[src/rtl/lcd_fb_arbiter.sv]
// Single-port frame-buffer arbiter: display scan reads always win the RAM slot,
// writer pixels are buffered in a small FIFO and drained into free slots.
module lcd_fb_arbiter #(
    parameter int ADDR_W     = 19,
    parameter int DATA_W     = 16,
    parameter int FB_WORDS   = 384000,
    parameter int FIFO_DEPTH = 4
) (
    input  logic              lcd_clk,
    input  logic              rst_n,
    input  logic              disp_req,
    input  logic [ADDR_W-1:0] disp_addr,
    output logic [DATA_W-1:0] disp_data,
    output logic              disp_valid,
    input  logic              wr_valid,
    input  logic [ADDR_W-1:0] wr_addr,
    input  logic [DATA_W-1:0] wr_data,
    output logic              wr_ready,
    output logic              ram_en,
    output logic              ram_we,
    output logic [ADDR_W-1:0] ram_addr,
    output logic [DATA_W-1:0] ram_wdata,
    input  logic [DATA_W-1:0] ram_rdata,
    output logic              fifo_empty,
    output logic              wr_err
);
    localparam int              PTR_W   = $clog2(FIFO_DEPTH);
    localparam logic [ADDR_W:0] FB_LIM  = (ADDR_W+1)'(FB_WORDS);
    localparam logic [PTR_W:0]  DEPTH_C = (PTR_W+1)'(FIFO_DEPTH);

    logic [ADDR_W-1:0] fifo_addr [FIFO_DEPTH];
    logic [DATA_W-1:0] fifo_data [FIFO_DEPTH];
    logic [PTR_W-1:0]  wr_ptr, rd_ptr;
    logic [PTR_W:0]    count, count_next;
    logic              push, pop, rd_slot, disp_in_range, head_in_range;
    logic              req_p1, req_p2, rd_p1, rd_p2;

    assign disp_in_range = {1'b0, disp_addr} < FB_LIM;
    assign head_in_range = {1'b0, fifo_addr[rd_ptr]} < FB_LIM;
    // An out-of-range display request needs no RAM read, so it leaves the slot free.
    assign rd_slot    = disp_req & disp_in_range;
    assign pop        = !rd_slot && (count != '0);
    assign push       = wr_valid & wr_ready;
    assign fifo_empty = (count == '0);

    always_comb begin
        count_next = count;
        case ({push, pop})
            2'b10:   count_next = count + 1'b1;
            2'b01:   count_next = count - 1'b1;
            default: count_next = count;
        endcase
    end

    always_ff @(posedge lcd_clk) begin
        if (push) begin
            fifo_addr[wr_ptr] <= wr_addr;
            fifo_data[wr_ptr] <= wr_data;
        end
    end

    always_ff @(posedge lcd_clk or negedge rst_n) begin
        if (!rst_n) begin
            wr_ptr     <= '0;
            rd_ptr     <= '0;
            count      <= '0;
            wr_ready   <= 1'b0;
            ram_en     <= 1'b0;
            ram_we     <= 1'b0;
            ram_addr   <= '0;
            ram_wdata  <= '0;
            wr_err     <= 1'b0;
            req_p1     <= 1'b0;
            req_p2     <= 1'b0;
            rd_p1      <= 1'b0;
            rd_p2      <= 1'b0;
            disp_valid <= 1'b0;
            disp_data  <= '0;
        end else begin
            count    <= count_next;
            wr_ready <= count_next < DEPTH_C;
            if (push) wr_ptr <= wr_ptr + 1'b1;
            if (pop)  rd_ptr <= rd_ptr + 1'b1;

            ram_en <= rd_slot | (pop & head_in_range);
            ram_we <= pop & head_in_range;
            if (rd_slot) begin
                ram_addr <= disp_addr;
            end else if (pop && head_in_range) begin
                ram_addr  <= fifo_addr[rd_ptr];
                ram_wdata <= fifo_data[rd_ptr];
            end
            if (pop && !head_in_range) wr_err <= 1'b1;

            // Read return pipeline: command stage, RAM data stage, output register.
            req_p1     <= disp_req;
            rd_p1      <= rd_slot;
            req_p2     <= req_p1;
            rd_p2      <= rd_p1;
            disp_valid <= req_p2;
            if (req_p2) disp_data <= rd_p2 ? ram_rdata : '0;
        end
    end
endmodule
[config.mk]
export PLATFORM = sky130hd
export DESIGN_NAME = lcd_fb_arbiter
export DESIGN_NICKNAME = d
export VERILOG_FILES = /design/src/rtl/lcd_fb_arbiter.sv
export SDC_FILE = /design/constraint.sdc
export NUM_CORES = 1
export LEC_CHECK = 0
export CAP_MARGIN = 20
export CORE_MARGIN = 1.5
export CORE_UTILIZATION = 59
export CTS_BUF_LIST = sky130_fd_sc_hd__clkbuf_2
export CTS_CLUSTER_DIAMETER = 100
export DETAILED_ROUTE_END_ITERATION = 10
export PLACE_DENSITY = 0.87
export SETUP_SLACK_MARGIN = 0.15
export SLEW_MARGIN = 5
export SYNTH_ARGS = -nofsm -noshare
export SYNTH_HDL_FRONTEND = slang
export SYNTH_SLANG_ARGS = --single-unit
[constraint.sdc]
create_clock -name lcd_clk -period 4.33 [get_ports lcd_clk]
set_clock_uncertainty 0.15 [all_clocks]
set_input_delay 0.866 -clock lcd_clk [delete_from_list [all_inputs] [get_ports lcd_clk]]
set_output_delay 0.866 -clock lcd_clk [all_outputs]
set_load 0.05 [all_outputs]
==> metrics.yaml, run 1 <==
outcome: "complete, no violations"
leakagePower_nw: 3.62
place_area_um2: 9330
final_area_um2: 9780
hold_viol: 0
core_area_um2: 12800
endpoint_kind: "output port"
grt_pass1_vias: 4717
grt-ovfl-total: 0
num_vias: 4349
diodes: 0
syn_nets: 503
critPathLaunch: "count[1]"
tritoncts: "built"
grt_antenna_before_repair: 0
synth_cells: 423
first_pass_iters: 4
final_cell_mix: "140 x edfxtp_1, 129 x clkdlybuf4s50_1, 76 x clkbuf_2"
rsz0062_at_grt: "no"
synth-warning-count: 0
port_buffers: 130
grt_max_degree: 68
required_ps: 3310
syn2layout_area_growth_pct: 24.7
tightest_slew_ps: 975
max-slew-margin-rel_pct: 35.0
row_count: 41
max-cap-violations: 0
io_pins: 131
max_freq_mhz: 295
fin_nets: 671
critPathMaxFanout: 3
vias_per_cell: 5.42
r2r_end: "ram_wdata[6]"
drc: 0
rr_startpoint: "rd_ptr[0]"
gr-usage-all-layers_pct: 22.3
worstRegToRegCells: 6
reg2reg_slack_ps: 1180
cts_buffers: 48
powerDensity_nw_per_um2: 680
cts_resized: 0
ys_seq_elements: 207
dp_hpwl_um: 9310
drt_wl_total_um: 14800
drv_slew: 0
peakVddDrop_mv: 0.407
die_area_um2: 14000
htree_levels: 2
post-route-min-period_ps: 3390
mostFrequentLayoutCell: "edfxtp_1"
power_switching_w: 0.00247
clockPowerShare_pct: 18.5
hp-class: "primary input to asynchronous set/reset pin"
clk_latency_ps: 710
synth_area_um2: 7840
path_clk_slew_ps: 110
dieHeight_um: 118
p_sw_share_pct: 37.1
grt_pass1_wl_um: 24200
cts.sinks: 207
setup_viol: 0
comb_power_share_pct: 38.9
layout-drive-gt1-share_pct: 22.4
sequentialPowerShare_pct: 42.6
synth.distinct_cells: 35
cp-start-kind: "flop"
fillCellCount: 720
post_cts_buffers: 0
gp_congestion: 0.777
start_util_pct: 61.4
syn-mean-instance-area_um2: 18.5
internal_power_w: 0.00418
min_period_over_period_pct: 78.2
wire_per_inst_um: 18.4
crit_type: "flop to output port"
die_w_um: 118
cts_hold_buf: 0
cts_root_buffer: "clkbuf_2"
clockBufferDepth: 3
yosysSeqAreaShare_pct: 75.0
drtIter0Drc: 245
setup_tns_ps: 0
critPathArrivalTime_ps: 2370
ant_nets: 0
setup.worst_path.end: "fifo_empty"
through the flow:
stage               cells  hold slack [ps]  setup WS, ps  util, %  total power (W)
finish                802              111           942     76.6          0.00665
detailed placement    713              204           613     73.0          0.00549
CTS                   802             83.8           909     76.6          0.00673
global route          802              117           824     76.6          0.00702
global placement      713              185           777     73.0          0.00539
floorplan             423              181           781        -          0.00465
area by class of cell:
class	instances	area [µm²]	area share (%)
Timing Repair Buffer	137	1350	13.8
Sequential cell	207	5880	60.1
Clock inverter	13	75.1	0.767
Clock buffer	76	380	3.89
Multi-Input combinational cell	176	1800	18.4
Tap cell	172	215	2.20
Inverter	21	78.8	0.806
worst min path at each step:
stage	to	cells past startpoint	from	slack, ps
after detailed placement	rd_p2	0	rd_p1	200
after CTS	ram_wdata[12]	1	rst_n	80
final	ram_addr[7]	1	rst_n	110
after floorplan	rd_p2	0	rd_p1	180
after global routing	ram_wdata[14]	1	rst_n	120
after global placement	req_p2	0	req_p1	190
synthesized netlist by cell type (all sizes together):
master	number	area, µm²
edfxtp	140	4200
dfrtp	67	1680
mux4	35	788
nor2	22	82.6
inv	20	75.1
a21oi	18	90.1
mux2	18	203
o21ai	18	93.8
mux2i	17	170
nand3	17	85.1
clkbuf	11	41.3
buf	8	51.3
ha	5	62.6
and3	4	25.0
nand2	3	11.3
xnor2	3	26.3
xor2	3	26.3
a31o	2	17.5
a211oi	1	20.0
a221oi	1	8.76
a31oi	1	6.26
a41oi	1	8.76
clkinv	1	3.75
fa	1	20.0
nand4	1	6.26
nor3	1	5.00
nor3b	1	7.51
o21ba	1	10.0
o21bai	1	7.51
o31ai	1	7.51
layer usage:
metal	wire [µm]	track usage, %	up-vias
li1	-	-	1996
met1	6150	29.8	2123
met2	7110	35.7	203
met3	1240	6.81	27
met4	267	7.39	0
met5	0	0	-
critical path, cell delays in order (launching register included):
cell,delay (ps)
dfrtp_1,440
nor3_1,360
clkdlybuf4s50_1,880
power by group through the flow:
stage	combinational [W]	clock [W]	sequential, W
6_report	0.00259	0.00123	0.00283
5_1_grt	0.00276	0.00138	0.00289
4_1_cts	0.00262	0.00127	0.00284
3_5_place_dp	0.00261	0	0.00288
3_3_place_gp	0.00253	0	0.00287
2_1_floorplan	0.00123	0	0.00341
sequential cells by signal, summed over array words and instances, names as in the netlist, 2 cells and up, named ones only:
register and count:
ram_addr 19, fifo_data 64, rd_ptr 2, wr_ptr 2
disp_data 16, count 2, ram_wdata 16, fifo_addr 76
logic make-up (layout without fill, tap and decap cells):
family                   Yosys count  count (layout)  share of synthesized area [%]
AND/OR/NAND/NOR                   49              49                           2.84
XOR/XNOR                           6               6                          0.670
flip-flops                       207             207                           75.0
AO/OA/AOI/OAI                     45              45                           3.45
multiplexers                      70              70                           14.8
buffers and inverters             40             247                           2.19
adder cells (fa/ha/maj)            6               6                           1.05
No activity file was read; power rests on OpenSTA's default activity.
==> run 2: changes to the inputs <==
--- a/config.mk
+++ b/config.mk
@@ -7,11 +7,11 @@
 export LEC_CHECK = 0
 export CAP_MARGIN = 20
 export CORE_MARGIN = 1.5
-export CORE_UTILIZATION = 59
+export CORE_UTILIZATION = 50
 export CTS_BUF_LIST = sky130_fd_sc_hd__clkbuf_2
 export CTS_CLUSTER_DIAMETER = 100
 export DETAILED_ROUTE_END_ITERATION = 10
-export PLACE_DENSITY = 0.87
+export PLACE_DENSITY = 0.79
 export SETUP_SLACK_MARGIN = 0.15
 export SLEW_MARGIN = 5
 export SYNTH_ARGS = -nofsm -noshare
==> constraint.sdc (replaced) <==
create_clock -name lcd_clk -period 2.8 [get_ports lcd_clk]
set_clock_uncertainty 0.15 [all_clocks]
set_input_delay 0.56 -clock lcd_clk [delete_from_list [all_inputs] [get_ports lcd_clk]]
set_output_delay 0.56 -clock lcd_clk [all_outputs]
set_load 0.05 [all_outputs]
==> metrics.yaml, run 2 (synthesized netlist as in run 1, its figures left out) <==
outcome: "complete, no violations"
grt_max_degree: 61
drt_wl_total_um: 15900
port_buffers: 130
required_ps: 3270
max-cap-violations: 0
cts_root_buffer: "clkbuf_2"
cts.sinks: 207
rr_startpoint: "rd_ptr[0]"
grt_antenna_before_repair: 2
cts_buffers: 49
dp_hpwl_um: 10000
num_vias: 4478
reg2reg_slack_ps: 190
core_area_um2: 15300
dieHeight_um: 128
row_count: 45
gr-usage-all-layers_pct: 20.3
hold_viol: 0
dp_slack_ps: -285
syn2layout_area_growth_pct: 28.8
setup_ws_ps: 192
min_period_over_period_pct: 93.2
die_w_um: 128
wire_per_inst_um: 18.4
vias_per_cell: 5.16
hold-worst-slack_ps: 171
r2r_end: "ram_wdata[0]"
final_cell_mix: "140 x edfxtp_1, 77 x clkbuf_2, 72 x clkdlybuf4s50_1"
setup_viol: 0
leakagePower_nw: 3.89
tritoncts: "built"
first_pass_iters: 5
drv_slew: 0
critPathMaxFanout: 8
peakVddDrop_mv: 0.636
dp.cells: 765
tightest_slew_ps: 833
ant_nets: 0
fin_nets: 696
cp-start-kind: "flop"
rsz0062_at_grt: "no"
start_util_pct: 51.4
htree_levels: 2
gp_congestion: 0.745
drc: 0
setup_tns_ps: 0
powerDensity_nw_per_um2: 1030
fin_cells: 868
setup.worst_path.end: "ram_wdata[0]"
fillCellCount: 1126
hp-class: "primary input to flop"
reg_top3: "fifo_addr: 76 flops, fifo_data: 64 flops, ram_addr: 19 flops"
critPathArrivalTime_ps: 3080
mostFrequentLayoutCell: "edfxtp_1"
layout-drive-gt1-share_pct: 26.4
drtIter0Drc: 177
grt_pass1_wl_um: 25200
max_freq_mhz: 383
clk_latency_ps: 760
grt-ovfl-total: 0
fin_util_pct: 66.2
max-slew-margin-rel_pct: 44.5
endpoint_kind: "flop"
path_clk_slew_ps: 110
critPathLaunch: "rd_ptr[0]"
largest_reg_flops: 76
post-route-min-period_ps: 2610
grt_pass1_vias: 4866
crit_type: "flop to flop"
top_register: "fifo_addr"
die_area_um2: 16400
worstRegToRegCells: 7
io_pins: 131
clockBufferDepth: 3
==> run 2: changes by cell type in the layout (fill, tap and decap cells not counted), moves of 2 or more <==
cell,before,now
buf_4,8,21
inv_2,0,2
clkbuf_16,0,2
buf_12,0,7
clkdlybuf4s50_1,129,72
dlygate4sd2_1,0,55
==> run 2: critical path, stage by stage, from the launching register on <==
cell,delay [ps]
dfrtp_2,470
mux4_2,580
a31oi_4,260
o21bai_2,140
a211oi_4,260
buf_12,160
clkbuf_16,150
mux2_1,310
==> run 2: area by class of cell <==
type	instances	area, µm²	area share, %
Sequential cell	207	5880	58.3
Multi-Input combinational cell	176	1840	18.2
Timing Repair Buffer	161	1590	15.7
Clock buffer	76	380	3.77
Tap cell	211	264	2.61
Inverter	21	80.1	0.793
Clock inverter	15	56.3	0.558
Antenna cell	1	2.50	0.0248
==> run 2: power breakdown <==
group | leakage [nW] | switching, W | internal (W)
Sequential | 2.07 | 0.000350 | 0.00395
Combinational | 1.48 | 0.00249 | 0.00182
Clock | 0.345 | 0.00111 | 0.000718
Total | 3.89 | 0.00395 | 0.00649
==> run 2: how the worst min path moves through the flow <==
| stage | cells after the start | startpoint | slack [ps] | endpoint |
|---|---|---|---|---|
| final | 1 | disp_req | 170 | req_p1 |
| after global routing | 1 | disp_req | 80 | req_p1 |
| after CTS | 1 | disp_req | 100 | req_p1 |
| after detailed placement | 0 | req_p1 | 180 | req_p2 |
| after global placement | 0 | req_p1 | 180 | req_p2 |
| after floorplan | 0 | rst_n | 110 | asynchronous set/reset pin |
==> run 2: timing repair <==
item / 4_1_cts / 5_1_grt
setup buffers: 2 / 6
endpoints found under the hold margin: 59 / 0
pin swaps: 0 / 1
gates cloned: 0 / 2
resized for setup: 59 / 7
endpoints found under the setup margin: 89 / 35
hold buffers: 1 / 0
==> run 2: routing by layer <==
layer / share of wire (%) / track usage (%) / vias up / wire length [µm]
met5: 0.069 / 0 / - / 11
met4: 1.2 / 6.01 / 2 / 193
met2: 50 / 34.1 / 152 / 8020
met1: 41 / 24.8 / 2255 / 6520
met3: 7.5 / 7.30 / 18 / 1200
li1: - / - / 2051 / -
==> run 2: through the flow <==
| stage | total power [W] | cell area (µm²) |
|---|---|---|
| floorplan | 0.00721 | 7870 |
| global placement | 0.00853 | 9560 |
| detailed placement | 0.00866 | 9560 |
| CTS | 0.0104 | 9970 |
| global route | 0.0110 | 10100 |
| finish | 0.0104 | 10100 |
==> run 3: changes to the inputs <==
--- a/config.mk
+++ b/config.mk
@@ -5,7 +5,7 @@
 export SDC_FILE = /design/constraint.sdc
 export NUM_CORES = 1
 export LEC_CHECK = 0
-export CAP_MARGIN = 20
+export CAP_MARGIN = 10
 export CORE_MARGIN = 1.5
 export CORE_UTILIZATION = 50
 export CTS_BUF_LIST = sky130_fd_sc_hd__clkbuf_2
==> results of run 3 <==
The final DEF is identical to that of run 2; final timing and power are the same.
